**src/rtl/universal_shift_unit.sv**
```systemverilog
// Parametrised shift register with load, logical/arithmetic shifts and rotates,
// executing an N-bit shift one bit per cycle behind a start/busy/done handshake.
module universal_shift_unit #(
    parameter int WIDTH = 8,
    parameter int AMT_W = 4
) (
    input  logic             clock,
    input  logic             reset,
    input  logic             enable,
    input  logic             start,
    input  logic [2:0]       op,
    input  logic [AMT_W-1:0] amount,
    input  logic [WIDTH-1:0] par_in,
    input  logic             ser_in_left,
    input  logic             ser_in_right,
    output logic [WIDTH-1:0] data_out,
    output logic             ser_out_left,
    output logic             ser_out_right,
    output logic             busy,
    output logic             done
);

    typedef enum logic [2:0] {
        OP_NOP  = 3'b000,
        OP_LOAD = 3'b001,
        OP_SHR  = 3'b010,
        OP_SHL  = 3'b011,
        OP_ASR  = 3'b100,
        OP_ROR  = 3'b101,
        OP_ROL  = 3'b110,
        OP_RSVD = 3'b111
    } op_e;

    typedef enum logic {
        IDLE  = 1'b0,
        SHIFT = 1'b1
    } state_e;

    state_e           state_q, state_d;
    op_e              op_q, op_d;
    logic [WIDTH-1:0] data_q, data_d;
    logic [AMT_W-1:0] count_q, count_d;
    logic             busy_q, busy_d;
    logic             done_q, done_d;

    // Fill bits are taken live on every shift edge so chained units see each other's current output.
    function automatic logic [WIDTH-1:0] shift_step(
        input logic [WIDTH-1:0] d,
        input op_e              o,
        input logic             fill_left,
        input logic             fill_right
    );
        logic [WIDTH-1:0] r;
        r = d;
        case (o)
            OP_SHR:  r = {fill_left, d[WIDTH-1:1]};
            OP_SHL:  r = {d[WIDTH-2:0], fill_right};
            OP_ASR:  r = {d[WIDTH-1], d[WIDTH-1:1]};
            OP_ROR:  r = {d[0], d[WIDTH-1:1]};
            OP_ROL:  r = {d[WIDTH-2:0], d[WIDTH-1]};
            default: r = d;
        endcase
        return r;
    endfunction

    always_ff @(posedge clock) begin
        if (reset) begin
            state_q <= IDLE;
            op_q    <= OP_NOP;
            data_q  <= '0;
            count_q <= '0;
            busy_q  <= 1'b0;
            done_q  <= 1'b0;
        end else begin
            state_q <= state_d;
            op_q    <= op_d;
            data_q  <= data_d;
            count_q <= count_d;
            busy_q  <= busy_d;
            done_q  <= done_d;
        end
    end

    // done is a pulse: it falls on every edge that does not explicitly raise it, even while frozen.
    always_comb begin
        state_d = state_q;
        op_d    = op_q;
        data_d  = data_q;
        count_d = count_q;
        busy_d  = busy_q;
        done_d  = 1'b0;

        if (enable) begin
            case (state_q)
                IDLE: begin
                    if (start) begin
                        case (op_e'(op))
                            OP_LOAD: begin
                                data_d = par_in;
                                done_d = 1'b1;
                            end
                            OP_SHR, OP_SHL, OP_ASR, OP_ROR, OP_ROL: begin
                                if (amount == '0) begin
                                    done_d = 1'b1;
                                end else begin
                                    op_d    = op_e'(op);
                                    count_d = amount;
                                    state_d = SHIFT;
                                    busy_d  = 1'b1;
                                end
                            end
                            default: done_d = 1'b1;
                        endcase
                    end
                end
                SHIFT: begin
                    data_d  = shift_step(data_q, op_q, ser_in_left, ser_in_right);
                    count_d = count_q - AMT_W'(1);
                    if (count_q == AMT_W'(1)) begin
                        state_d = IDLE;
                        busy_d  = 1'b0;
                        done_d  = 1'b1;
                    end
                end
                default: state_d = IDLE;
            endcase
        end
    end

    assign data_out      = data_q;
    assign ser_out_left  = data_q[WIDTH-1];
    assign ser_out_right = data_q[0];
    assign busy          = busy_q;
    assign done          = done_q;

endmodule

```
**config.mk**
```make
export PLATFORM = sky130hd
export DESIGN_NAME = universal_shift_unit
export DESIGN_NICKNAME = d
export VERILOG_FILES = /design/src/rtl/universal_shift_unit.sv
export SDC_FILE = /design/constraint.sdc
export NUM_CORES = 1
export LEC_CHECK = 0
export CAP_MARGIN = 20
export CORE_MARGIN = 1.5
export CORE_UTILIZATION = 51
export DETAILED_ROUTE_END_ITERATION = 6
export PLACE_DENSITY = 0.84
export RECOVER_POWER = 100
export SKIP_CTS_REPAIR_TIMING = 1
export SLEW_MARGIN = 15
export SYNTH_ARGS = -nofsm -noshare
export SYNTH_HDL_FRONTEND = slang
export SYNTH_SLANG_ARGS = --single-unit
```
**constraint.sdc**
```tcl
create_clock -name clock -period 2.4 [get_ports clock]
set_input_delay 0.6 -clock clock [delete_from_list [all_inputs] [get_ports clock]]
set_output_delay 0.6 -clock clock [all_outputs]
set_load 0.05 [all_outputs]
```
### Word level (Yosys, flattened, before mapping)

Cells that the tools add are included.

* $add $sub $neg: 1
* eq/ne operators: 20
* muxes and demuxes: 23
* bitwise operators: 3
* reductions and logical operators: 8

Operators with widths (number)
* 8-bit one-hot mux with 5 select lines: 1
* 3-bit equality test, second input constant: 6
* 8-bit 2-to-1 mux: 2
* 8-bit one-hot mux with 2 select lines: 1
* 5-bit AND reduction: 3
* 3-bit by 2-bit equality test with 1-bit output, second input constant: 4
* 1-bit 2-to-1 mux: 12
* 4-bit 2-to-1 mux: 3
* 4-bit one-hot mux with 2 select lines: 1
* 4-bit AND reduction: 2
* 2-bit by 1-bit != test with 1-bit output, second input constant: 3
* 2-bit != test, second input constant: 3
* 6-bit by 1-bit != test with 1-bit output, second input constant: 1
* 1-bit one-hot mux with 2 select lines: 3
* 5-bit by 1-bit != test with 1-bit output, second input constant: 1
* 5-bit OR reduction: 1
* 4-bit by 1-bit equality test with 1-bit output, second input constant: 1
* 4-bit zero test: 1
* 4-bit by 1-bit subtractor with 4-bit output, second input constant: 1
* 3-bit by 1-bit equality test with 1-bit output, second input constant: 1
* 1-bit NOT: 3
* 2-bit OR reduction: 1

* bits in registers: 18
* logic and storage cells: 62

### Depth between registers and ports, before layout

Gate-level depths: netlist of run 1.

* depth in word-level cells: 5
* gate-level depth with buffers: 6
* mapped depth without buffers: 6

### Worst setup path before layout of run 1

No wires, ideal clock.

* kind: input -> register
* from: input op[1]
* to: register op_q[0]
* setup time: 0.128 ns
* data arrival time: 1.515 ns
* slack: 0.757 ns
* cell stages on the path: 5
* buffers on the path: 1
* cells stage by stage: and3_1 > buf_2 > nor4b_4 > mux2i_1 > nor2_1

* cells in the longest elaborated chain, start to end: 3

RTL lines
* start: declaration: RTL line 11 `input logic [2:0] op,`
* 3-bit by 2-bit equality test with 1-bit output or 3-bit equality test (tied branches): RTL line 97 `case (op_e'(op))`
* 5-bit OR reduction (*): RTL line 97
* 5-bit AND reduction (no source line) (*)
* end signal: assignment: RTL line 76 `op_q <= op_d;`
* end: declaration: RTL line 40 `op_e op_q, op_d;`

Mark *: on every way between the ends. The rest lies on a longest branch, timed or not.
A chain may end at the register's enable or synchronous reset.

### Worst setup path in the final report of run 1

* from: input enable
* to: register op_q[1]

* cells in the longest elaborated chain, start to end: 1

RTL lines
* start: declaration: RTL line 9 `input logic enable,`
* 5-bit AND reduction (no source line)

Every way passes these cells.

==> results of run 1 <==
## sequential cells by signal, indices dropped and copies added (netlist names)
signal	count
data_out	8
state_q	1
busy	1
done	1
op_q	3
count_q	4
## worst register-to-register path, stage by stage, from the launching register on
cell	delay (ns)
dfxtp_1	0.68
and3b_1	0.27
and2_0	0.17
o21bai_1	0.44
o32ai_1	0.19
## per-layer routing
layer	wire length (um)	global-route usage (%)	share of wire [%]	vias up
met5	0	0	0	-
met3	145	6.90	5.0	6
met4	41	9.21	1.4	0
met2	1420	40.3	49	38
met1	1280	28.1	44	544
li1	-	-	-	582
## cells by family (layout without fill, tap and decap cells)
logic type	after synthesis	in the layout	share of synthesized area (%)
AOI/OAI and AO/OA	33	33	21.9
buffers and inverters	24	52	8.71
adders and majority gates	2	2	2.05
DFF	18	18	29.5
and+or+nand+nor	55	55	26.6
muxes	11	11	9.12
xor gates and xnor gates	2	2	2.05
## power by group through the flow
| stage | clock network (uW) | logic (uW) | registers [uW] |
|---|---|---|---|
| global route | 214 | 198 | 338 |
| floorplan | 0 | 110 | 346 |
| global placement | 0 | 179 | 341 |
| CTS | 200 | 184 | 335 |
| detailed placement | 0 | 184 | 342 |
| finish | 196 | 180 | 335 |
## Yosys cell counts (3+ instances only)
| cell | count |
|---|---|
| a21oi_1 | 7 |
| and2_1 | 3 |
| buf_2 | 6 |
| dfxtp_1 | 18 |
| inv_1 | 13 |
| mux2i_1 | 10 |
| nand2_1 | 13 |
| nand2b_1 | 4 |
| nor2_1 | 16 |
| nor2b_1 | 3 |
| o32ai_1 | 6 |
## cell type report
class,instances,area [um2]
clock buffer,4,36.3
fill,198,672
inverter,13,48.8
multi-input combinational,103,738
sequential,18,360
tap,28,35.0
timing repair buffer,35,343
## stage by stage
stage	total power [uW]	instances	hold slack, ns	setup WS, ns	instance area, um2
floorplan	456	145	0.503	0.757	1220
global placement	520	197	0.450	0.166	1540
detailed placement	526	197	0.470	0.141	1540
CTS	720	201	0.493	0.264	1580
global route	749	201	0.501	0.116	1560
finish	711	201	0.490	0.212	1560
## final timing paths
path / start / to / slack [ns] / cells past startpoint
worst max-delay path: enable / op_q[1] / 0.21 / 5
worst min-delay path: data_out[2] / data_out[2] / 0.49 / 2
worst max register to register: state_q / data_out[4] / 0.53 / 4
worst min register to register: data_out[2] / data_out[2] / 0.49 / 2
==> flow_metrics.tcl, run 1 <==
set metrics [dict create \
    drt_pass1_iterations 4 \
    pin_count 33 \
    cp_slowest_cell "dlygate4sd3_1" \
    cp-end-kind "flop" \
    layout_common_cells "dfxtp_1, clkdlybuf4s50_1, nor2_1" \
    die_x_um 51.9 \
    async_flop_share_pct 0 \
    tightest_slew_ns 0.668 \
    critPathMaxStageDelay_ns 0.66 \
    ant_nets 0 \
    start_util_pct 54.7 \
    combPwrFrac_pct 25.3 \
    antenna_found_initial 0 \
    clock_latency_ns 0.30 \
    die_y_um 51.9 \
    cts-root-buf "clkbuf_4" \
    power.share.sequential_pct 47.2 \
    routed_wl_mm 2.89 \
    synth_top_area_cell "dfxtp_1" \
    seq_area_frac_synth_pct 29.5 \
    routed_via_density 5.82 \
    cp_cell_sequence "dlygate4sd3_1 -> and3b_1 -> nor4b_2 -> mux2i_1 -> nor2_1" \
    synthToLayoutAreaGrowth_pct 27.9 \
    finalHoldViolations 0 \
    fmaxAchievable_ghz 0.457 \
    crit_buf_inv 1 \
    period_needed_ns 2.19 \
    max-vdd-ir-drop_uv 406 \
    grt_pass1_wl_mm 4.80 \
    yosys_register_bits 18 \
    cts_max_path_buffers 2 \
    numCtsBuffers 3 \
    grt_use_total_pct 23.8 \
    outcome "completed" \
    netlist_area_um2 1220 \
    tns_ns 0 \
    cts.sink_count 18 \
    nets 197 \
    core_area_um2 2230 \
    setup_viol 0 \
    num_rows 17 \
    path_class "in -> reg" \
    synth_top_area_share_pct 29.5 \
    swShare_pct 30.7 \
    powerDensity_nw_per_um2 455 \
    htree_num_levels 1 \
    synth_nets 168 \
    yosysWarningCount 0 \
    slew_headroom_pct 55.3 \
    critPathMaxFanout 7 \
    startpoint_type "input port" \
    clk_pin_slew_ns 0.11 \
    yosysUniqueCellTypes 44 \
    p_leak_uw 0.000620 \
    p_sw_uw 218 \
    drt_iter0_markers 18 \
    synth_area_per_cell_um2 8.42 \
    post-route-period-util_pct 91.2 \
    synthFlopType "dfxtp_1" \
    grt_pass1_vias 1125 \
    hold_path_class "reg -> reg" \
    drive_gt1_share_pct 8.09 \
    grt_max_degree 18 \
    dieArea_um2 2700 \
    drc 0 \
    cp_top_family "simple AND/OR/NAND/NOR gates" \
    p_clk_share_pct 27.5 \
    overflow 0 \
    synth_edf_count 0 \
    cp_data_arrival_time_ns 2.38 \
    antenna_cells 0 \
    finalMaxSlewViolations 0 \
    cts_tree "done" \
    max_cap_viol_count 0 \
    num_vias 1170 \
    fin_util_pct 69.9 \
    synth_area_leaders "dfxtp_1, mux2i_1, nor2_1, o32ai_1, inv_1" \
    skew_ns 0.00107 \
    synthCells 145 \
    port_buffers 32 \
    internal_power_uw 493 \
    rsz0062_at_grt "false" \
    wl_per_cell_um 14.4 \
    worstPathRequired_ns 2.60 \
    place_congestion 0.869 \
    dp_hpwl_mm 2.21 \
]
Power figures use the tool's default switching activity.
==> inputs of run 2 (changes only) <==
CAP_MARGIN = 40   (was 20)
TNS_END_PERCENT = 5   (was default)
==> results of run 2 <==
Same layout as run 1: the final DEF is identical, and so are final timing and power.
==> RTL change 1: new RTL, config.mk and constraints of run 2 <==
Set the parameter `WIDTH` to 6 (it was 8).
--- a/src/rtl/universal_shift_unit.sv
+++ b/src/rtl/universal_shift_unit.sv
@@ -2,5 +2,5 @@
 // executing an N-bit shift one bit per cycle behind a start/busy/done handshake.
 module universal_shift_unit #(
-    parameter int WIDTH = 8,
+    parameter int WIDTH = 6,
     parameter int AMT_W = 4
 ) (
Interface: changed (resized data_out and par_in); port bits go from 33 to 29. The function was not compared with the original's and may differ.
==> RTL change 1 against run 2 <==
  * Combinational power is 5% lower
  * Wire length decreased by 3.8%
  * Synthesized area down 4.8%
  * Total power shrank 8.9%
  * Critical path depth shrank 4
  * First-iteration DRC count increased by 61%
  * Worst setup slack got worse by 0.0059 ns
  * Final area is 5.8% lower
  * Sequential cell count fell by 2
  * Critical path type is now flop to output port
  * Largest power group unchanged
==> RTL change 1: results (changes against run 2) <==
Final Skew: 0.001553 ns (was 0.001070 ns)
worst skew pair latency: 0.28 ns (was 0.30 ns)
drt initial violations: 29 (was 18)
Largest register FFs: 6 (was 8)
Hold EP: count_q[0] (was data_out[2])
# nets final: 193 (was 197)
share of cells above drive strength 1: 9.357% (was 8.092%)
worst-path fanout max: 5 (was 7)
compound-gate portion of the synthesized area: 32.08% (was 21.93%)
Synth Area in Adders: 2.153% (was 2.049%)
routed vias: 1152 (was 1170)
status: completed (unchanged)
dpl hpwl: 2108 microns (was 2207 microns)
Seq/Total Area, Yosys: 27.56% (was 29.51%)
global-route wire length before repair: 4823 microns (was 4795 microns)
Worst VDD drop: 0.3395 mV (was 0.4059 mV)
switching power: 0.0001944 W (was 0.0002179 W)
multiplexer share of the synthesized area: 1.938% (was 9.119%)
Arrival @ worst endpoint: 1.59 ns (was 2.38 ns)
Cell variety after synth: 45 (was 44)
largest net degree at the start of global routing: 22 (was 18)
GR Util All Layers: 24.30% (was 23.82%)
Synth area leaders: dfxtp_1 (28%), a21oi_1 (4.3%), a211o_1 (3.8%) (was dfxtp_1 (30%), mux2i_1 (8.2%), nor2_1 (4.9%))
number of port buffers: 28 (was 32)
RR Startpoint: op_q[2] (was state_q)
Lkg Pwr: 0.5671 nW (was 0.6205 nW)
max_slew headroom: 53.91% (was 55.35%)
drt total wl: 2777 microns (was 2887 microns)
syn_nets: 166 (was 168)
gpl congestion: 0.8239 (was 0.8686)
max incr delay on CP: 0.90 ns (was 0.66 ns)
XOR/XNOR Fraction of Synth Area: 1.507% (was 2.049%)
hold wc startpoint: count_q[0] (was data_out[2])
-- RTL change 1: cell types whose count changed after synthesis, sizes merged, moves of 3 or more --
| cell | before | now |
|---|---|---|
| a211o | 0 | 5 |
| a21boi | 0 | 3 |
| a21o | 0 | 3 |
| a21oi | 7 | 10 |
| and2 | 3 | 0 |
| inv | 13 | 7 |
| mux2i | 10 | 0 |
| nand2 | 14 | 11 |
| nand3 | 2 | 6 |
| nor2 | 16 | 11 |
| nor2b | 3 | 6 |
| o21ai | 0 | 12 |
| o32ai | 6 | 0 |
-- RTL change 1: stage by stage --
step	setup slack [ns]	std cells	cell area, sq um	hold slack [ns]
floorplan	0.6123	145	1162	0.4761
global placement	0.1287	195	1461	0.4903
detailed placement	0.09608	195	1461	0.5293
CTS	0.2466	199	1498	0.5435
global route	0.1441	199	1470	0.5749
finish	0.2061	199	1470	0.5374
-- RTL change 1: worst max-delay path by stage --
stage / from / endpoint
finish: data_out[0] / ser_out_right
detailed placement: op[1] / count_q[2]
floorplan: enable / count_q[1]
global route: op[1] / count_q[1]
global placement: op[1] / count_q[2]
CTS: data_out[0] / ser_out_right
-- RTL change 1: cells by family after synthesis --
logic type | Yosys count
flops | 16
xor+xnor | 2
fa+ha+maj | 2
mux | 2
simple gates | 52
buf+inv | 19
compound gates | 52
-- RTL change 1: routing by layer --
layer / GRT usage (%) / wire length [microns]
met1: 28.23 / 1276
met2: 46.27 / 1385
met3: 2.679 / 97
met4: 6.757 / 17
met5: 0 / 0
-- RTL change 1: layout make-up --
class / instances / area, sq um
inverter: 8 / 30.03
tap: 28 / 35.03
sequential: 16 / 320.3
clock buffer: 4 / 36.28
multi-input combinational: 110 / 730.7
timing repair buffer: 33 / 317.8
fill: 199 / 720.7
-- RTL change 1: power by group through the flow --
stage | sequential [W] | clock [W] | combinational (W)
after floorplan | 0.000308 | 0 | 0.000102
after global routing | 0.000299 | 0.000194 | 0.000188
after global placement | 0.000302 | 0 | 0.000172
final | 0.000297 | 0.000180 | 0.000171
after detailed placement | 0.000303 | 0 | 0.000176
after CTS | 0.000297 | 0.000184 | 0.000178
==> RTL change 2: new RTL, settings of run 2 <==
Made on the original files. `data_q` no longer has a reset.
--- a/src/rtl/universal_shift_unit.sv
+++ b/src/rtl/universal_shift_unit.sv
@@ -68,5 +68,4 @@
             state_q <= IDLE;
             op_q    <= OP_NOP;
-            data_q  <= '0;
             count_q <= '0;
             busy_q  <= 1'b0;
@@ -75,9 +74,12 @@
             state_q <= state_d;
             op_q    <= op_d;
-            data_q  <= data_d;
             count_q <= count_d;
             busy_q  <= busy_d;
             done_q  <= done_d;
         end
+    end
+
+    always_ff @(posedge clock) begin
+        data_q <= data_d;
     end
 
Behaviour: not the same (Yosys sat finds a counterexample within 4 cycles, from zero or initial values and one cycle with reset high).
==> RTL change 2 against run 2 <==
  * Synthesized area down 5.1%
  * Total power decreased by 1.2%
  * Global-route usage shrank 0.91 points
  * Sequential cell count stayed put
  * First-iteration DRC count up 78%
  * Sequential power up 8.1%
  * Wire length down 8.3%
  * Worst setup slack got worse by 0.030 ns
  * Final area fell by 3.8%
  * Largest cell class unchanged
==> RTL change 2: results (changes against run 2) <==
clk pwr: 0.000157 W (was 0.000196 W)
Final Skew: 0.003393 ns (was 0.001070 ns)
Synth area leaders: edfxtp_1 (21%), dfxtp_1 (17%), a21oi_1 (6.0%) (was dfxtp_1 (30%), mux2i_1 (8.2%), nor2_1 (4.9%))
drt total wl: 2646 microns (was 2887 microns)
Synth Area in Adders: 2.160% (was 2.049%)
reg-to-reg setup timing slack: 0.48 ns (was 0.53 ns)
Worst VDD drop: 0.4125 mV (was 0.4059 mV)
met2 Usage GRT: 40.35% (was 40.30%)
RR Startpoint: op_q[2] (was state_q)
status: completed (unchanged)
RR Endpoint: data_out[3] (was data_out[4])
drt initial violations: 32 (was 18)
Area after DPL: 0.001504 sq mm (was 0.001541 sq mm)
worst-path fanout max: 4 (was 7)
share of cells above drive strength 1: 9.434% (was 8.092%)
XOR/XNOR Fraction of Synth Area: 0% (was 2.049%)
final std cells w/o fill: 187 (was 201)
top cells by count, synth: a21oi_1 (14), nand2_1 (11), nor2_1 (11) (was dfxtp_1 (18), nor2_1 (16), inv_1 (13), nand2_1 (13), mux2i_1 (10))
syn_nets: 149 (was 168)
fill cell count: 189 (was 198)
switching power: 0.0002163 W (was 0.0002179 W)
switching part of the total: 30.80% (was 30.66%)
Slew @ Worst Pin: 0.7251 ns (was 0.6681 ns)
max incr delay on CP: 0.89 ns (was 0.66 ns)
CP Class: flop to output port (was input pin to flop)
mean number of vias per cell: 5.797 (was 5.821)
gpl congestion: 0.8534 (was 0.8686)
combinational share of power: 26.1% (was 25.3%)
==> RTL change 2: changes by cell type after synthesis, moves of 5 or more <==
| cell | before | now |
|---|---|---|
| a21oi_1 | 7 | 14 |
| dfxtp_1 | 18 | 10 |
| edfxtp_1 | 0 | 8 |
| inv_1 | 13 | 5 |
| nor2_1 | 16 | 11 |
| o32ai_1 | 6 | 0 |
==> RTL change 2: final cells by class <==
| type | instances | area share (%) |
|---|---|---|
| Multi-Input combinational cell | 93 | 41.30 |
| Sequential cell | 18 | 29.31 |
| Timing Repair Buffer | 39 | 24.06 |
| Tap cell | 28 | 2.331 |
| Clock buffer | 3 | 1.499 |
| Inverter | 5 | 1.249 |
| Clock inverter | 1 | 0.2498 |
==> RTL change 2: stage by stage <==
step	utilization, %	hold WS, ns	setup slack, ns
after floorplan	-	0.4854	0.6706
after CTS	70.53	0.4703	0.2459
after global placement	69.32	0.4519	0.2155
after detailed placement	69.32	0.4561	0.2215
final	69.26	0.4591	0.1824
after global routing	69.26	0.5026	0.1177
